===== config.mk =====
export PLATFORM = sky130hd
export DESIGN_NAME = inst_fetch_ctrl
export DESIGN_NICKNAME = d
export VERILOG_FILES = /design/src/rtl/inst_fetch_ctrl.sv
export SDC_FILE = /design/constraint.sdc
export NUM_CORES = 1
export LEC_CHECK = 0
export BUFFER_PORTS_ARGS = -buffer_cell sky130_fd_sc_hd__buf_2
export CAP_MARGIN = 20
export CORE_MARGIN = 3
export CORE_UTILIZATION = 49
export DETAILED_ROUTE_END_ITERATION = 16
export PLACE_DENSITY = 0.72
export SYNTH_ARGS = -nofsm -noshare
export SYNTH_HDL_FRONTEND = slang
export SYNTH_SLANG_ARGS = --single-unit

===== constraint.sdc =====
create_clock -name clk -period 8.8 [get_ports clk]
set_input_delay 0.44 -clock clk [delete_from_list [all_inputs] [get_ports clk]]
set_output_delay 0.44 -clock clk [all_outputs]
set_load 0.02 [all_outputs]

===== src/rtl/inst_fetch_ctrl.sv =====
// Instruction fetch controller: issues SRAM fetches, buffers up to two
// returned instructions in a small FIFO and hands them to decode.
// Branch/exception redirects flush the buffer and restart fetch.
module inst_fetch_ctrl #(
    parameter logic [31:0] RESET_ADDR = 32'hbfc00000,
    parameter logic [31:0] EXC_ADDR   = 32'hbfc00380
) (
    input  logic        clk,
    input  logic        reset,
    output logic        inst_sram_en,
    output logic [31:0] inst_sram_addr,
    input  logic [31:0] inst_sram_rdata,
    input  logic        br_valid,
    input  logic [31:0] br_target,
    input  logic        exc_valid,
    input  logic        de_allowin,
    output logic        fe_valid,
    output logic [31:0] fe_pc,
    output logic [31:0] fe_inst
);

    typedef enum logic {S_BOOT, S_RUN} state_t;

    state_t      r_state;
    logic [31:0] r_pc;
    logic        r_inflight;
    logic [31:0] r_inflight_pc;
    logic [1:0]  r_buf_cnt;
    logic [31:0] r_pc0, r_inst0;   // head entry
    logic [31:0] r_pc1, r_inst1;   // second entry

    logic        w_redirect;
    logic [31:0] w_redirect_pc;
    logic        w_pop;
    logic        w_write;
    logic [2:0]  w_occ;

    // Redirect selection and handshake terms; exception beats branch.
    always_comb begin
        w_redirect    = exc_valid | br_valid;
        w_redirect_pc = exc_valid ? EXC_ADDR : {br_target[31:2], 2'b00};
        fe_valid      = (r_buf_cnt != 2'd0) & ~w_redirect;
        w_pop         = fe_valid & de_allowin;
        w_write       = r_inflight & ~w_redirect;
        // Occupancy after this edge if nothing new is requested; a pop implies
        // buf_cnt >= 1 so this never underflows.
        w_occ         = {1'b0, r_buf_cnt} + {2'b00, r_inflight} - {2'b00, w_pop};
        inst_sram_en  = (r_state == S_RUN) & ~w_redirect & (w_occ < 3'd2);
        inst_sram_addr = r_pc;
        fe_pc         = r_pc0;
        fe_inst       = r_inst0;
    end

    // FSM plus PC and in-flight request tracking.
    always_ff @(posedge clk or posedge reset) begin
        if (reset) begin
            r_state       <= S_BOOT;
            r_pc          <= RESET_ADDR;
            r_inflight    <= 1'b0;
            r_inflight_pc <= 32'd0;
        end else begin
            case (r_state)
                S_BOOT:  r_state <= S_RUN;
                default: r_state <= S_RUN;
            endcase
            r_inflight <= inst_sram_en;
            if (inst_sram_en)
                r_inflight_pc <= r_pc;
            if (w_redirect)
                r_pc <= w_redirect_pc;
            else if (inst_sram_en)
                r_pc <= r_pc + 32'd4;
        end
    end

    // Two-entry FIFO of {pc, inst}; response in a redirect cycle is dropped.
    always_ff @(posedge clk or posedge reset) begin
        if (reset) begin
            r_buf_cnt <= 2'd0;
            r_pc0     <= 32'd0;
            r_inst0   <= 32'd0;
            r_pc1     <= 32'd0;
            r_inst1   <= 32'd0;
        end else if (w_redirect) begin
            r_buf_cnt <= 2'd0;
        end else begin
            case ({w_write, w_pop})
                2'b10: begin
                    if (r_buf_cnt == 2'd0) begin
                        r_pc0   <= r_inflight_pc;
                        r_inst0 <= inst_sram_rdata;
                    end else begin
                        r_pc1   <= r_inflight_pc;
                        r_inst1 <= inst_sram_rdata;
                    end
                    r_buf_cnt <= r_buf_cnt + 2'd1;
                end
                2'b01: begin
                    r_pc0     <= r_pc1;
                    r_inst0   <= r_inst1;
                    r_buf_cnt <= r_buf_cnt - 2'd1;
                end
                2'b11: begin
                    // Count unchanged; new entry lands behind whatever remains.
                    if (r_buf_cnt == 2'd1) begin
                        r_pc0   <= r_inflight_pc;
                        r_inst0 <= inst_sram_rdata;
                    end else begin
                        r_pc0   <= r_pc1;
                        r_inst0 <= r_inst1;
                        r_pc1   <= r_inflight_pc;
                        r_inst1 <= inst_sram_rdata;
                    end
                end
                default: ;
            endcase
        end
    end

endmodule


* Word level (Yosys, flattened, before mapping) *
Index checks and enable logic that the tools add are counted.

word-level totals
  flip-flop bits (word level) = 196
  input bits = 69
  output and inout port bits = 98
  word-level logic and storage cells = 54

cells by class
  add/subtract/negate cells = 5
  $lt $le $gt $ge = 1
  equal/unequal tests = 7
  muxes and demuxes = 17
  bitwise gates (word level) = 7
  reduce and logical (&&, ||, !) cells = 8

operators by type and width
  operator               count
  $mux 32                11
  $pmux 32 s3            2
  $pmux 32 s2            2
  $add 32x3->32 const B  1
  $ne 2x2->1 const B     3
  $reduce_bool 2->1      3
  $reduce_bool 3->1      2
  $and 1x1->1            5
  $eq 2x1->1 const B     2
  $eq 2x2->1 const B     2
  $pmux 2 s2             1
  $reduce_and 4->1       1
  $add 2x1->3            1
  $lt 3x2->1 const B     1
  $reduce_and 3->1       1
  $sub 3x1->3            1
  $add 2x1->2 const B    1
  $logic_not 2->1        1
  $mux 2                 1
  $sub 2x1->2 const B    1
  $not 1->1              1
  $or 1x1->1             1

* Logic depth before layout (Yosys ltp) *
  depth in word-level cells = 9
  mapped depth = 14
  gate-level depth less buffers = 12

* Worst setup path before layout *
Ideal clock, no wire load.

  path type = input to register
  start point = input br_valid
  end point = register r_pc[21], in the netlist inst_sram_addr[21]
  library setup time = 99 ps
  arrival time = 3,236 ps
  required time = 8,701 ps
  path slack = 5,464 ps
  cell stages on the path = 11
  buffers on the path = 3
  cells stage by stage = buf_6 > or2_1 > clkbuf_1 > buf_2 > nor3_1 > o21ai_0 > fa_1 > and4_1 > nand4_4 > or4_1 > a311oi_1

between the ends
  word-level cells in the longest chain between the ends = 8
  elaborated cells between the ends (all ways) = 10
  those cells by class = add/sub: 1; order compare: 1; mux: 1; bitwise: 6; reduce/logical: 1

RTL lines
  element                      line  source
  start, declared              13    input logic br_valid,
  $or 1x1->1 (*)               40    w_redirect = exc_valid | br_valid;
  $not 1->1 (no line)          n/a
  $and 1x1->1                  42    fe_valid = (r_buf_cnt != 2'd0) & ~w_redirect;
  $and 1x1->1                  43    w_pop = fe_valid & de_allowin;
  $sub 3x1->3                  47    w_occ = {1'b0, r_buf_cnt} + {2'b00, r_inflight} - {2'b00, w_pop};
  $lt 3x2->1                   48    inst_sram_en = (r_state == S_RUN) & ~w_redirect & (w_occ < 3'd2);
  $and 1x1->1                  48
  $reduce_bool 2->1 (no line)  n/a
  end signal, assigned         70    r_pc <= w_redirect_pc;
  end signal, assigned         72    r_pc <= r_pc + 32'd4;
  end, declared                25    logic [31:0] r_pc;

Mark *: on every way between the ends. The rest lies on a longest branch, timed or not.
A chain may end at the register's enable or synchronous reset.

* Final worst setup path *
  start point = register r_buf_cnt[1]
  end point = output inst_sram_en

between the ends
  word-level cells in the longest chain between the ends = 6
  elaborated cells between the ends (all ways) = 7
  those cells by class = add/sub: 2; order compare: 1; bitwise: 3; reduce/logical: 1

RTL lines
  element                 line  source
  start, declared         28    logic [1:0] r_buf_cnt;
  start signal, assigned  96    r_buf_cnt <= r_buf_cnt + 2'd1;
  start signal, assigned  101   r_buf_cnt <= r_buf_cnt - 2'd1;
  $reduce_bool 2->1       42
  $and 1x1->1             42
  $and 1x1->1             43
  $sub 3x1->3 (*)         47
  $lt 3x2->1 (*)          48
  $and 1x1->1 (*)         48
  end, declared           10    output logic inst_sram_en,

Marked as above.

==> results.md <==
* Top post-synthesis cells by area: dfrtp_1 (52%), mux2_1 (10%), mux2i_1 (7.4%)
* Worst Hold Class: input port to async pin
* Max-cap violations at 0
* RSZ-0062 raised after global routing: no
* FF-to-FF setup slack at 4870 ps
* Critical Path RT at 8360 ps
* Period utilisation layout at 51.8%
* TritonCTS Buffers at 17
* Max Buffers Root-to-Sink at 2
* Worst setup path start: r_buf_cnt[1]
* CP Data Arrival Time at 4120 ps
* Worst skew pair latency at 430 ps
* DPL Wire Length at 12,800 um
* Vias in the first global route at 6,091
* Port bufs at 162
* Post-layout minimum cycle time at 4560 ps
* DR DRC count at 0
* CTS Hold Bufs at 0
* Row count at 48
* Clock power share at 30.5%
* Worst R2R Path Depth at 11
* Routed len/inst at 17.2 um
* Asr flop ratio synth at 100%
* Crit end category: output pin
* Number of I/O pins at 167
* Fin cells at 1,117
* Setup Viol. Count Final at 0
* Logic gate share of total power at 21.5%
* GRT overflow at 0
* Status: complete, no violations
* YS warnings at 0
* Final WL at 19,200 um
* Clk pin slew, worst setup/hold paths at 60 ps
* CP Capture Point: inst_sram_en
* Leading area contributor after synthesis: dfrtp_1
* Cell area after placement at 9570 um^2
* Crit path kind: flop to output pin
* P_leak at 0.00506 uW
* Largest net degree at the start of global routing at 110
* Post-cts gate resize count at 0
* Slew margin rel. at 32.9%
* Top cell type's share of synthesized area at 51.9%
* Initial DRT Pass Iterations at 4
* Seq pwr share at 48.1%
* Reg2reg start: r_buf_cnt[1]
* Worst Path Max Fanout at 34
* Startpoint Class: flop
* Placed Instances at 1,086
* Fin. Hold Viols at 0
* Num Clock Sinks at 189
* Die ar. at 19,300 um^2
* Post-CTS setup buffers at 0
* Synthesized instance count at 744
* Layout cells sized above 1 at 25.7%
* RR Endpoint: r_inflight_pc[19]
* Most common flop cell mapped by yosys: dfrtp_1
* EDFF count, synth at 0
* Antenna violations before repair at 0
* Post-synthesis sequential area ratio at 54.7%
* Most frequent cells after synthesis: dfrtp_1 (180), nor2_1 (94), mux2_1 (78), a21oi_1 (64), mux2i_1 (64)
* #FFs+latches synth at 189
* Gpl congestion at 0.820
* CTS tree: built
* Worst slew pin tran at 1000 ps
* Sw frac at 31.4%
* Sw power at 728 uW
* Vias at 6,233
* Diodes inserted at 0
* Mean post-synth cell area at 11.7 um^2
* DRT iter0 DRCs at 341
* Effective utilization at floorplan at 50.1%
* Final setup skew at 9.51 ps
* Cell Pwr Density at 229 nW/um^2
* Top-count cell post-synth: dfrtp_1
* P_int at 1590 uW
* Synth cell types at 60
* All-Layer GR Usage at 20.3%
* Area grow syn2layout at 16.6%
* Die Wd at 139 um
* Final setup TNS at 0 ps
* Routed vias/inst at 5.58
* Final slew viol count at 0
* Routed Antenna Nets at 0
* FMAX at 0.219 GHz
* Worst VDD drop at 143 uV
* Design area at 10,100 um^2
* First-pass GRT wire length at 31,900 um
* Core area at 17,300 um^2
* CTS root buf: clkbuf_16
* Max H-tree Level at 4
* Post-layout nets at 953
* Die height at 139 um
* Cell Area, Synth at 8670 um^2
==> registers in the layout (all words and copies together) (netlist names) <==
| name | cells |
|---|---|
| r_inst1 | 32 |
| fe_pc | 31 |
| r_pc1 | 30 |
| r_state | 1 |
| r_inflight_pc | 30 |
| r_buf_cnt | 2 |
| r_inflight | 1 |
| inst_sram_addr | 30 |
| fe_inst | 32 |
==> cell families after synthesis <==
kind of cell / synth area share, %
adders and majority gates: 0.664
AOI/OAI and AO/OA: 9.19
buffers and inverters: 3.45
DFF: 54.7
muxes: 19.3
other: 0.0866
xor gates and xnor gates: 1.11
and+or+nand+nor: 11.5
==> worst min-delay path by stage <==
stage,end,depth (start not counted)
4_1_cts,fe_inst[6],2
3_3_place_gp,r_inst1[19],1
5_1_grt,fe_inst[6],2
3_5_place_dp,r_pc1[17],1
6_report,fe_inst[1],2
2_1_floorplan,r_inst1[0],1
==> through the flow <==
step                      setup slack, ps  util (%)  hold slack, ps  total power [uW]
after floorplan                      3230         -             464              1450
after global placement               4440      55.3             472              1620
after detailed placement             4420      55.3             480              1640
after CTS                            4220      58.5             178              2350
after global routing                 3910      58.5             194              2440
final                                4240      58.5             125              2320
==> metal layers <==
metal  share of wire, %  vias to the layer above  track usage [%]
li1                   -                     2979                -
met1                 47                     3066             28.4
met2                 47                      169             32.1
met3                5.2                       19             4.66
met4                1.3                        0             5.56
met5                  0                        -                0
==> cells in the final DEF (no fill, tap or decap), drive strengths merged, types with 3 or more instances in the layout <==
master | synthesis | final
mux2i | 64 | 64
inv | 10 | 11
o21ai | 6 | 6
clkbuf | 24 | 22
a21oi | 65 | 65
a221oi | 4 | 4
nor2 | 96 | 96
xor2 | 3 | 3
nor4 | 5 | 5
mux2 | 92 | 92
and4 | 8 | 8
and3 | 8 | 8
a211oi | 12 | 12
xnor2 | 8 | 8
nand3 | 17 | 17
o31ai | 7 | 7
nand4 | 13 | 13
dfrtp | 180 | 180
nor3 | 12 | 12
buf | 26 | 166
or4 | 7 | 7
a311oi | 10 | 10
nand2 | 15 | 15
conb | 2 | 3
ha | 3 | 3
dfstp | 9 | 9
and2 | 6 | 6
clkinv | 1 | 6
clkinvlp | 0 | 3
==> worst max-delay path: stages, from the launching register on <==
cell	delay, ps
dfrtp_1	480
inv_1	100
ha_1	230
nand2b_1	300
nor3_1	310
o21ai_0	170
fa_1	440
xnor2_1	150
buf_4	220
nand3_1	260
inv_2	730
buf_2	300
==> layout make-up <==
class,count,area [um^2]
clock buffers,22,474
clock inverters,9,63.8
fillers,1481,7190
inverters,11,48.8
multi-input cells,495,3660
flip-flops and latches,189,4740
well taps,225,282
repair buffers,166,841
==> power groups by stage <==
stage	registers (uW)	logic [uW]	clock network (uW)
finish	1110	498	707
global placement	1130	495	0
floorplan	1250	192	0
detailed placement	1130	504	0
global route	1140	546	760
CTS	1120	506	727
No activity file was read; power rests on OpenSTA's default activity.
